`config.mk`:
```
export PLATFORM = sky130hd
export DESIGN_NAME = stopwatch_seq_ctrl
export DESIGN_NICKNAME = d
export VERILOG_FILES = /design/src/rtl/stopwatch_seq_ctrl.sv
export SDC_FILE = /design/constraint.sdc
export NUM_CORES = 1
export LEC_CHECK = 0
export BUFFER_PORTS_ARGS = -buffer_cell sky130_fd_sc_hd__buf_2
export CORE_MARGIN = 10
export CORE_UTILIZATION = 52
export CTS_CLUSTER_DIAMETER = 100
export DETAILED_ROUTE_END_ITERATION = 10
export GPL_TIMING_DRIVEN = 0
export PLACE_DENSITY_LB_ADDON = 0.15
export SLEW_MARGIN = 10
export SYNTH_ARGS = -nofsm -noshare
export SYNTH_HDL_FRONTEND = slang
export SYNTH_SLANG_ARGS = --single-unit
```
`constraint.sdc`:
```
create_clock -name clock -period 1.83 [get_ports clock]
set_input_delay 0 -clock clock [delete_from_list [all_inputs] [get_ports clock]]
set_output_delay 0 -clock clock [all_outputs]
set_load 0.01 [all_outputs]
```
`src/rtl/stopwatch_seq_ctrl.sv`:
```
// Stopwatch sequencer: tick prescaler, run/lap/pause FSM, BCD ripple enables.
// Optional macro STOPWATCH_AUTO_WRAP_EN: wrap on overflow instead of DONE.
module stopwatch_seq_ctrl #(
  parameter int NUM_DIGITS = 4,
  parameter int TICK_DIV   = 1000000,
  parameter int DIV_W      = 20
) (
  input  logic                  clock,
  input  logic                  reset,
  input  logic                  start_stop,
  input  logic                  lap,
  input  logic                  clear,
  input  logic [NUM_DIGITS-1:0] digit_eq_9,
  output logic [NUM_DIGITS-1:0] digit_inc,
  output logic                  digit_clr,
  output logic                  running,
  output logic                  freeze,
  output logic                  overflow
);

  typedef enum logic [2:0] {
    S_IDLE  = 3'd0,
    S_RUN   = 3'd1,
    S_LAP   = 3'd2,
`ifndef STOPWATCH_AUTO_WRAP_EN
    S_DONE  = 3'd4,
`endif
    S_PAUSE = 3'd3
  } state_e;

  localparam logic [DIV_W-1:0] PRESC_MAX = DIV_W'(TICK_DIV - 1);

  state_e           state_q, state_d;
  logic [DIV_W-1:0] presc_q, presc_d;
  logic             clr_q, clr_d;
  logic             active;
  logic             tick;
  logic             all9;
  logic             carry;

  // Tick generation and ripple-carry enables for the digit cascade
  always_comb begin
    active    = (state_q == S_RUN) || (state_q == S_LAP);
    tick      = active && (presc_q == PRESC_MAX);
    all9      = &digit_eq_9;
    digit_inc = '0;
    carry     = tick;
    for (int i = 0; i < NUM_DIGITS; i++) begin
      digit_inc[i] = carry;
      carry        = carry & digit_eq_9[i];
    end
  end

  // Next state, prescaler and clear pulse; clear > start_stop > lap
  always_comb begin
    state_d = state_q;
    clr_d   = 1'b0;
    presc_d = '0;
    unique case (state_q)
      S_IDLE: begin
        if (clear) clr_d = 1'b1;
        else if (start_stop) state_d = S_RUN;
      end
      S_RUN: begin
`ifndef STOPWATCH_AUTO_WRAP_EN
        if (tick && all9) state_d = S_DONE;
        else
`endif
        if (start_stop) state_d = S_PAUSE;
        else if (lap) state_d = S_LAP;
      end
      S_LAP: begin
`ifndef STOPWATCH_AUTO_WRAP_EN
        if (tick && all9) state_d = S_DONE;
        else
`endif
        if (start_stop) state_d = S_PAUSE;
        else if (lap) state_d = S_RUN;
      end
      S_PAUSE: begin
        if (clear) begin
          clr_d   = 1'b1;
          state_d = S_IDLE;
        end else if (start_stop) begin
          state_d = S_RUN;
        end
      end
`ifndef STOPWATCH_AUTO_WRAP_EN
      S_DONE: begin
        if (clear) begin
          clr_d   = 1'b1;
          state_d = S_IDLE;
        end
      end
`endif
      default: state_d = S_IDLE;
    endcase
    // Prescaler follows the current state; pause keeps the partial tick
    unique case (state_q)
      S_RUN, S_LAP: presc_d = tick ? '0 : presc_q + DIV_W'(1);
      S_PAUSE:      presc_d = presc_q;
      default:      presc_d = '0;
    endcase
  end

  // State, prescaler and clear pulse registers
  always_ff @(posedge clock or negedge reset) begin
    if (!reset) begin
      state_q <= S_IDLE;
      presc_q <= '0;
      clr_q   <= 1'b0;
    end else begin
      state_q <= state_d;
      presc_q <= presc_d;
      clr_q   <= clr_d;
    end
  end

`ifdef STOPWATCH_AUTO_WRAP_EN
  logic ovf_q, ovf_d;

  // One-cycle overflow pulse after the cascade wraps
  always_comb begin
    ovf_d = tick & all9;
  end

  // Overflow pulse register
  always_ff @(posedge clock or negedge reset) begin
    if (!reset) ovf_q <= 1'b0;
    else        ovf_q <= ovf_d;
  end

  assign overflow = ovf_q;
`else
  assign overflow = (state_q == S_DONE);
`endif

  assign running   = active;
  assign freeze    = (state_q == S_LAP);
  assign digit_clr = ~reset | clr_q;

endmodule

```
; Word level (Yosys, flattened, before mapping)
; Cells that the tools add are included.
; Widths: inputs -> output; s select.
[totals]
regBits = 24
input_bits = 9
elab_cells = 41
[op_classes]
add_sub_neg = 1
eq_ne = 9
n_mux = 15
n_reduce_logical = 8
n_bitwise = 5
[op_table]
columns = cell, n
row1 = $pmux 20 s2, 1
row2 = $mux 3, 10
row3 = $add 20x1->20 const B, 1
row4 = $eq 20x20->1 const B, 1
row5 = $mux 20, 1
row6 = $pmux 3 s5, 1
row7 = $ne 4x3->1 const B, 2
row8 = $reduce_and 4->1, 2
row9 = $eq 3x2->1 const B, 2
row10 = $ne 2x2->1 const B, 2
row11 = $and 1x1->1, 3
row12 = $eq 3x1->1 const B, 1
row13 = $eq 3x3->1 const B, 1
row14 = $logic_not 3->1, 1
row15 = $reduce_or 3->1, 1
row16 = $logic_and 1x1->1, 2
row17 = $mux 1, 2
row18 = $reduce_or 2->1, 1
row19 = $logic_or 1x1->1, 1
row20 = $not 1->1, 1
row21 = $or 1x1->1, 1

; Depth between registers and ports, before layout
; Gate-level depths: netlist (run 1).
[logic_depth]
word_depth = 6
depth_mapped = 8
mapped_depth_nobuf = 6

; Least setup slack after synthesis (run 1)
; OpenSTA, ideal clock, no wires.
[synth_path]
path_type = register to register
startpoint = reg presc_q[0]
endpoint = reg presc_q[11]
path_stages_with_launch = 6
t_required_ps = 1704
setup_slack_ps = 19
synth_period_minus_slack_ps = 1811
t_arrival_ps = 1685
setup_ps = 126
cell_sequence = dfrtp_1 > ha_1 > and3_1 > nand3_1 > o31a_2 > a221o_1
[synth_between]
elab_chain_cells = 4
elab_cells_between_ends = 5
classes_between = add/sub (1) / eq/ne (1) / mux (2) / reduce/logical (1)
[synth_rtl]
columns = item, line_no
row1 = start: declaration, 34  ; logic [DIV_W-1:0] presc_q, presc_d;
row2 = start signal: assignment, 114  ; presc_q <= presc_d;
row3 = "parallel branches: the longest is 2 deep, another holds $add 20x1->20", -
row4 = $mux 20 (*), 100  ; S_RUN, S_LAP: presc_d = tick ? '0 : presc_q + DIV_W'(1);
row5 = $pmux 20 s2 (*), 99  ; unique case (state_q)
; Mark *: on every way between the ends.
; A chain may end at the register's enable or synchronous reset.

; Worst setup path in the final report (run 1)
[layout_path]
startpoint = reg presc_q[6]
endpoint = out digit_inc[3]
[layout_between]
elab_chain_cells = 5
[layout_rtl]
columns = item, line_no
row1 = $eq 20x20->1, 44  ; tick = active && (presc_q == PRESC_MAX);
row2 = $logic_and 1x1->1, 44
row3 = named net tick, 37  ; logic tick;
row4 = $and 1x1->1 (3 in series), 50  ; carry = carry & digit_eq_9[i];
row5 = end: declaration, 14  ; output logic [NUM_DIGITS-1:0] digit_inc,
; The timed path passes the listed nets, and every way through them passes these cells.

==> results.toml, run 1 <==
[pwr]
p_leak_nw = 0.839
cellPowerDensity_mw_per_mm2 = 1060
seqPwrFrac = 0.315
ir_drop_v = 0.000950
power_frac_clock = 0.116
p_sw_frac = 0.448
pwr-share-comb = 0.569
p_int_mw = 1.12
power.net_switching_uw = 910
fin_total_pwr_mw = 2.03

[synth]
synth_area_mm2 = 0.00149
synth_ff_type = "dfrtp_1"
synth_cells = 171
synthArstFlopShare = 1.00
synth_edf_count = 0
synth_nets = 181
yosys.cell_types.count = 46
yosys_warnings = 0
avgSynthCellArea_um2 = 8.69
ys_ff_latch = 24
yosysSeqAreaShare = 0.404

[worst_setup_path]
cp-end-kind = "output port"
worst-r2r-cell-count = 5
cp_max_fo = 4
required_ps = 1830
crit_type = "register to output port"
arrival_ps = 2150
crit_path_start_kind = "register"

[clocking]
cts_sinks = 24
clkSlewWorstSetupHoldPaths_ps = 130
clock_path_buffers = 2
root_buffer = "clkbuf_4"
clk_latency_ps = 310
cts-htree-levels = 1
numCtsBuffers = 3
cts_tree = "yes"

[finish]
syn2layout_area_growth_pct = 29.5
fin_nets = 218
antennaDiodeCount = 0
n_fill_cell = 199
drive_gt1_frac = 0.345

[timing]
relSlewSlack = 0.630
finalWorstSetupSlack_ps = -320
setup_viol = 23
fin_crit_sh = 1.17
fin_crit_ps = 2150
drv_slew = 0
worst_pin_slew_ps = 555
finalSetupTns_ps = -2800
grt_setup_unrepaired = "yes"
hold_viol = 0
max_freq_mhz = 465
clock_skew_ps = 2.38

[detailed_routing]
antenna_left = 0
route.detailed.drc = 0
vias = 1448
wl_per_cell_um = 16.2
dr.first_iter.drc_count = 118
firstDrtPassIters = 4
wirelength_um = 3850
via_per_inst = 6.11

[placed_design]
gp_congestion = 0.860
dp_hpwl_um = 2410
io_buffers = 16

[floorplan]
io_pins = 17
dieWidth_um = 73.4
fp-row-count = 19
core-area_mm2 = 0.00273
die-area_mm2 = 0.00539
start_util = 0.543
die_h_um = 73.4

[global_route]
grt_pass1_vias = 1345
gr-usage-all-layers = 0.140
antenna_found_initial = 0
grt_max_degree = 26
grt_pass1_wl_um = 6090
gr-total-overflow = 0

[worst_hold_path]
hp-class = "input pin to register"
whs_path_depth = 3

[flow_run]
maxCapViolations = 0

[run_status]
violations = "negative setup slack"
status = "complete, but fails checks"
## cell usage in the layout, fill, tap and decap left out, types with 4 or more instances in the layout
| master | netlist | layout |
|---|---|---|
| nor2_1 | 14 | 10 |
| buf_2 | 3 | 15 |
| a21oi_1 | 8 | 5 |
| nand4_1 | 5 | 5 |
| inv_1 | 7 | 6 |
| buf_6 | 1 | 7 |
| and3_1 | 7 | 4 |
| xnor2_1 | 7 | 7 |
| dfrtp_1 | 24 | 21 |
| nand2_1 | 19 | 19 |
| nand3_1 | 14 | 13 |
| buf_4 | 1 | 13 |
## power groups by stage
stage | Sequential, mW | Combinational (mW) | Clock (mW)
floorplan | 0.638 | 0.632 | 0
global placement | 0.643 | 0.864 | 0
detailed placement | 0.647 | 0.892 | 0
CTS | 0.630 | 0.998 | 0.246
global route | 0.647 | 1.26 | 0.265
finish | 0.640 | 1.16 | 0.235
## cells in the mapped netlist, types with 4 or more instances
| master | count | area, µm² |
|---|---|---|
| nor4_1 | 5 | 31.3 |
| inv_1 | 7 | 26.3 |
| dfrtp_1 | 24 | 601 |
| nand3_1 | 14 | 70.1 |
| and3_1 | 7 | 43.8 |
| o21ai_1 | 4 | 20.0 |
| xnor2_1 | 7 | 61.3 |
| a21oi_1 | 8 | 40.0 |
| nor2_1 | 14 | 52.6 |
| nand4_1 | 5 | 31.3 |
| nand2b_1 | 4 | 25.0 |
| nand2_1 | 19 | 71.3 |
## critical path, cell delays in order (launching register included)
cell	delay [ps]
dfrtp_2	450
or4_4	550
nor4_4	330
and2_4	220
and4_1	160
buf_2	130
## final cells by class
class | instances | area, µm² | area share
inverter | 7 | 26.3 | 0.0137
timing repair buffer | 33 | 239 | 0.124
clock buffer | 3 | 22.5 | 0.0117
buffer | 8 | 50.0 | 0.0260
tap | 31 | 38.8 | 0.0202
multi-input combinational | 131 | 942 | 0.490
sequential | 24 | 604 | 0.314
## path summary, 6_finish.rpt
path                              from            to  slack, ps
min                         start_stop    state_q[0]         70
min in group asynchronous        reset   presc_q[11]        190
max in group asynchronous        reset    presc_q[9]       1240
max reg2reg                presc_q[12]   presc_q[11]       -170
min reg2reg                 presc_q[2]    presc_q[2]        570
max                         presc_q[6]  digit_inc[3]       -320
## cells by family after synthesis
family,after synthesis,synth area share
XOR/XNOR,8,0.0472
multiplexers,2,0.0135
AND/OR/NAND/NOR,90,0.339
AO/OA/AOI/OAI,30,0.136
flip-flops,24,0.404
buffers and inverters,16,0.0514
adder cells (fa/ha/maj),1,0.00842
## metrics by stage
stage	std cells	util	worst slack (ps)	area, µm²	hold slack [ps]
6_report	237	0.703	-320	1920	73.7
5_1_grt	237	0.703	-463	1920	99.6
4_1_cts	230	0.646	-373	1770	60.4
3_5_place_dp	218	0.587	-300	1600	23.5
3_3_place_gp	218	0.587	-257	1600	15.9
2_1_floorplan	171	-	18.9	1490	-296
## flip-flops by register name (all words and copies together), names as in the netlist
register and count:
presc_q 20, state_q 3, clr_q 1
## metal layers
layer / track usage / share of wire / vias up
met3: 0.0323 / 0.054 / 6
li1: - / - / 695
met5: 0 / 0 / -
met4: 0.0559 / 0.012 / 0
met1: 0.181 / 0.43 / 705
met2: 0.218 / 0.50 / 42
## what timing repair did
item / CTS / global route
hold endpoints to repair: 26 / 0
buffers inserted: 7 / 9
setup endpoints to repair: 28 / 28
hold buffers: 2 / 0
gates resized for setup: 17 / 24
pin swaps: 7 / 17
Power figures use the tool's default switching activity.
==> run 2, diff against run 1 <==
--- a/config.mk
+++ b/config.mk
@@ -11,7 +11,8 @@
 export CTS_CLUSTER_DIAMETER = 100
 export DETAILED_ROUTE_END_ITERATION = 10
 export GPL_TIMING_DRIVEN = 0
-export PLACE_DENSITY_LB_ADDON = 0.15
+export PLACE_DENSITY = 0.83
+export SKIP_LAST_GASP = 1
 export SLEW_MARGIN = 10
 export SYNTH_ARGS = -nofsm -noshare
 export SYNTH_HDL_FRONTEND = slang
==> results.toml, run 2 (synthesis results as in run 1) <==
[timing]
finalWorstSetupSlack_ps = -221
hold_viol = 0
setup_viol = 19
fin_crit_sh = 1.12
fin_crit_ps = 2050
relSlewSlack = 0.625
drv_slew = 0
grt_setup_unrepaired = "yes"
worst_pin_slew_ps = 562
finalSetupTns_ps = -2050
max_freq_mhz = 488
clock_skew_ps = 11.3

[finish]
syn2layout_area_growth_pct = 35.0
largestRegisters = "presc_q x20, state_q x3, clr_q x1"
largest_reg_flops = 20
antennaDiodeCount = 0
n_fill_cell = 193
fin_nets = 222
drive_gt1_frac = 0.393
final_common_cell = "dfrtp_1"
final_cell_mix = "dfrtp_1, nand2_1, buf_4"
regMostFlops = "presc_q"
post-route-util = 0.734

[worst_setup_path]
cp-end-kind = "output port"
rrSetupSlack_ps = -130
crit_type = "register to output port"
cp_max_fo = 4
reg2reg_from = "presc_q[12]"
r2r-end = "presc_q[11]"
worst-r2r-cell-count = 4
required_ps = 1830
arrival_ps = 2050
crit_path_start_kind = "register"

[clocking]
numCtsBuffers = 3
cts_tree = "yes"
cts_sinks = 24
clk_latency_ps = 320
clock_path_buffers = 2
cts-htree-levels = 1
clkSlewWorstSetupHoldPaths_ps = 140
root_buffer = "clkbuf_4"

[pwr]
p_sw_frac = 0.452
p_int_mw = 1.20
cellPowerDensity_mw_per_mm2 = 1090
ir_drop_v = 0.00103
p_leak_nw = 0.871
pwr-share-comb = 0.576
seqPwrFrac = 0.292
power.net_switching_uw = 989
power_frac_clock = 0.132

[floorplan]
die-area_mm2 = 0.00539
die_h_um = 73.4
fp-row-count = 19
start_util = 0.543
dieWidth_um = 73.4
io_pins = 17
core-area_mm2 = 0.00273

[worst_hold_path]
min_to = "state_q[0]"
whs_path_depth = 3
hp-class = "input pin to register"
holdCritStartpoint = "start_stop"

[placed_design]
dp_hpwl_um = 2610
gp_congestion = 0.919
io_buffers = 16
dp_slack_ps = -325

[detailed_routing]
vias = 1502
antenna_left = 0
firstDrtPassIters = 4
wirelength_um = 4510
route.detailed.drc = 0
dr.first_iter.drc_count = 233
wl_per_cell_um = 18.6
via_per_inst = 6.21

[flow_run]
maxCapViolations = 0

[run_status]
violations = "negative setup slack"
status = "complete, but fails checks"

[global_route]
grt_max_degree = 26
gr-total-overflow = 0
gr-usage-all-layers = 0.144
grt_pass1_vias = 1504
antenna_found_initial = 0
grt_pass1_wl_um = 6530
-- run 2: cell count changes in the layout (fill, tap and decap cells not counted), sizes merged --
cell | before | now
buf | 35 | 40
-- run 2: worst max-delay path, cell delays in order, from the launching register on --
cell and delay [ps]:
dfrtp_1 420, ha_4 170, and3_4 210, nand3_4 110, nor4_4 310, and2_4 200, and4_1 180, buf_2 130
-- run 2: per-stage QoR --
step / area [µm²] / hold slack (ps) / power [mW] / cells
after floorplan: 1490 / -296 / 1.27 / 171
after global placement: 1600 / 13.9 / 1.48 / 218
after detailed placement: 1600 / 15.6 / 1.53 / 218
after CTS: 1780 / 86.9 / 1.91 / 232
after global routing: 2010 / 104 / 2.30 / 242
final: 2010 / 79.8 / 2.19 / 242
-- run 2: area by class of cell --
class / count / area [µm²] / share of cell area
clock buffers: 4 / 36.3 / 0.0181
multi-input cells: 131 / 980 / 0.488
well taps: 31 / 38.8 / 0.0193
plain buffers: 7 / 42.5 / 0.0212
repair buffers: 38 / 277 / 0.138
flip-flops and latches: 24 / 606 / 0.302
inverters: 7 / 26.3 / 0.0131
-- run 2: power groups by stage --
stage	registers (mW)	logic, mW	clock network, mW
CTS	0.630	1.00	0.283
detailed placement	0.654	0.874	0
global route	0.645	1.35	0.301
finish	0.639	1.26	0.288
global placement	0.645	0.836	0
floorplan	0.638	0.632	0
-- run 2: what timing repair did --
item / CTS / global route
endpoints found under the hold margin: 26 / 0
setup buffers: 8 / 12
setup endpoints to repair: 28 / 27
hold buffers: 2 / 0
pin swaps: 8 / 16
resized for setup: 16 / 31
-- run 2: metal layers --
layer  wire, µm  global-route usage
met1       1810               0.169
met2       2280               0.244
met3        294              0.0336
met4        120              0.0621
met5          0                   0
-- run 2: worst max-delay path by stage --
stage	slack, ps	startpoint	to	depth (start not counted)
floorplan	20	presc_q[0]	presc_q[11]	5
global route	-340	presc_q[8]	digit_inc[3]	6
global placement	-250	presc_q[0]	presc_q[5]	6
detailed placement	-320	presc_q[0]	presc_q[5]	6
finish	-220	presc_q[0]	digit_inc[3]	7
CTS	-360	presc_q[11]	digit_inc[3]	6
==> run 3, diff against run 2 <==
--- a/config.mk
+++ b/config.mk
@@ -6,6 +6,7 @@
 export NUM_CORES = 1
 export LEC_CHECK = 0
 export BUFFER_PORTS_ARGS = -buffer_cell sky130_fd_sc_hd__buf_2
+export CORE_ASPECT_RATIO = 1.75
 export CORE_MARGIN = 10
 export CORE_UTILIZATION = 52
 export CTS_CLUSTER_DIAMETER = 100
==> results.toml, run 3 (synthesis results as in run 1) <==
[detailed_routing]
vias = 1583
dr.first_iter.drc_count = 72
route.detailed.drc = 0
wirelength_um = 4720
via_per_inst = 6.60
wl_per_cell_um = 19.7
antenna_left = 0
firstDrtPassIters = 4

[worst_setup_path]
cp_num_buf_inv = 1
slowest_delay_ps = 530
arrival_ps = 2230
cp_max_fo = 7
crit_path_start_kind = "register"
crit_slowest_cell = "or4_4"
crit_type = "register to register"
crit_family = "compound AO/OA/AOI/OAI gates"
cp-end-kind = "register"
required_ps = 2000
crit_chain = "buf_4, nand4bb_1, or4_4, o31a_4, a221o_1"

[floorplan]
die_h_um = 90.7
die-area_mm2 = 0.00548
dieWidth_um = 60.4
fp-row-count = 25
io_pins = 17
start_util = 0.546
core-area_mm2 = 0.00272

[clocking]
clk_latency_ps = 270
clock_path_buffers = 2
cts-htree-levels = 1
root_buffer = "clkbuf_8"
cts_sinks = 24
cts_tree = "yes"
clkSlewWorstSetupHoldPaths_ps = 90
numCtsBuffers = 3

[timing]
hold_viol = 0
fin_crit_sh = 1.13
grt_setup_unrepaired = "yes"
finalWorstSetupSlack_ps = -238
setup_viol = 21
relSlewSlack = 0.630
clock_skew_ps = 4.19
max_freq_mhz = 484
drv_slew = 0
worst_pin_slew_ps = 555
fin_crit_ps = 2070
finalSetupTns_ps = -2700

[finish]
regMostFlops = "presc_q"
largestRegisters = "presc_q x20, state_q x3, clr_q x1"
final_common_cell = "buf_4"
antennaDiodeCount = 0
fin_nets = 224
largest_reg_flops = 20
final_cell_mix = "buf_4, nand2_1, dfrtp_1"
drive_gt1_frac = 0.385
layout.cells.non_filler = 240
n_fill_cell = 170
syn2layout_area_growth_pct = 36.5

[flow_run]
maxCapViolations = 0

[run_status]
violations = "negative setup slack"
status = "complete, but fails checks"

[placed_design]
io_buffers = 16
gp_congestion = 0.884
dp_cells = 214
dp_hpwl_um = 2640

[global_route]
grt_max_degree = 26
antenna_found_initial = 0
grt_pass1_wl_um = 6620
gr-total-overflow = 0
gr-usage-all-layers = 0.148
grt_pass1_vias = 1491

[pwr]
ir_drop_v = 0.00126
p_leak_nw = 0.895
cellPowerDensity_mw_per_mm2 = 1110

[worst_hold_path]
hp-class = "input pin to register"
[run 3: final timing paths]
kind                            start           to  slack [ps]  depth (start not counted)
max reg2reg                presc_q[9]  presc_q[11]        -240                          5
min reg2reg                presc_q[0]   presc_q[0]         520                          1
max in group asynchronous       reset  presc_q[12]        1190                          2
min                             clear   state_q[0]          20                          3
max                        presc_q[9]  presc_q[11]        -240                          5
min in group asynchronous       reset  presc_q[14]         240                          2
[run 3: where the power goes]
group / leakage, nW / internal, mW / switching (mW)
sequential: 0.318 / 0.596 / 0.0573
combinational: 0.548 / 0.472 / 0.748
clock: 0.0288 / 0.193 / 0.178
total: 0.895 / 1.26 / 0.983
[run 3: cell type report]
class,count,area [µm²],area share
Buffer,9,57.6,0.0284
Tap cell,27,33.8,0.0167
Inverter,7,26.3,0.0130
Sequential cell,24,607,0.299
Multi-Input combinational cell,131,980,0.483
Clock buffer,4,55.1,0.0272
Timing Repair Buffer,38,268,0.132
[run 3: timing repair]
| action | in CTS | in global routing |
|---|---|---|
| buffers inserted | 3 | 18 |
| resized for setup | 16 | 29 |
| hold endpoints to repair | 24 | 0 |
| hold buffers | 1 | 0 |
| pin swaps | 8 | 15 |
| setup endpoints to repair | 27 | 28 |
[run 3: metrics by stage]
step | setup WS (ps) | hold WS, ps | power, mW | instance area [µm²] | utilization
final | -238 | 20.3 | 2.24 | 2030 | 0.745
after global routing | -289 | 39.6 | 2.37 | 2030 | 0.745
after CTS | -282 | 14.2 | 1.96 | 1760 | 0.646
after detailed placement | -288 | 18.5 | 1.51 | 1600 | 0.588
after global placement | -229 | 12.5 | 1.49 | 1600 | 0.588
after floorplan | 18.9 | -296 | 1.27 | 1490 | -
[run 3: layer usage]
layer	global-route usage	vias up	share of wire
met5	0	-	0
met4	0.0714	0	0.046
met3	0.0366	21	0.065
met2	0.242	89	0.51
met1	0.169	766	0.38
li1	-	707	-
[run 3: worst min-delay path: stages]
cell      delay, ps
buf_2           110
a21o_1          110
a211oi_1         40
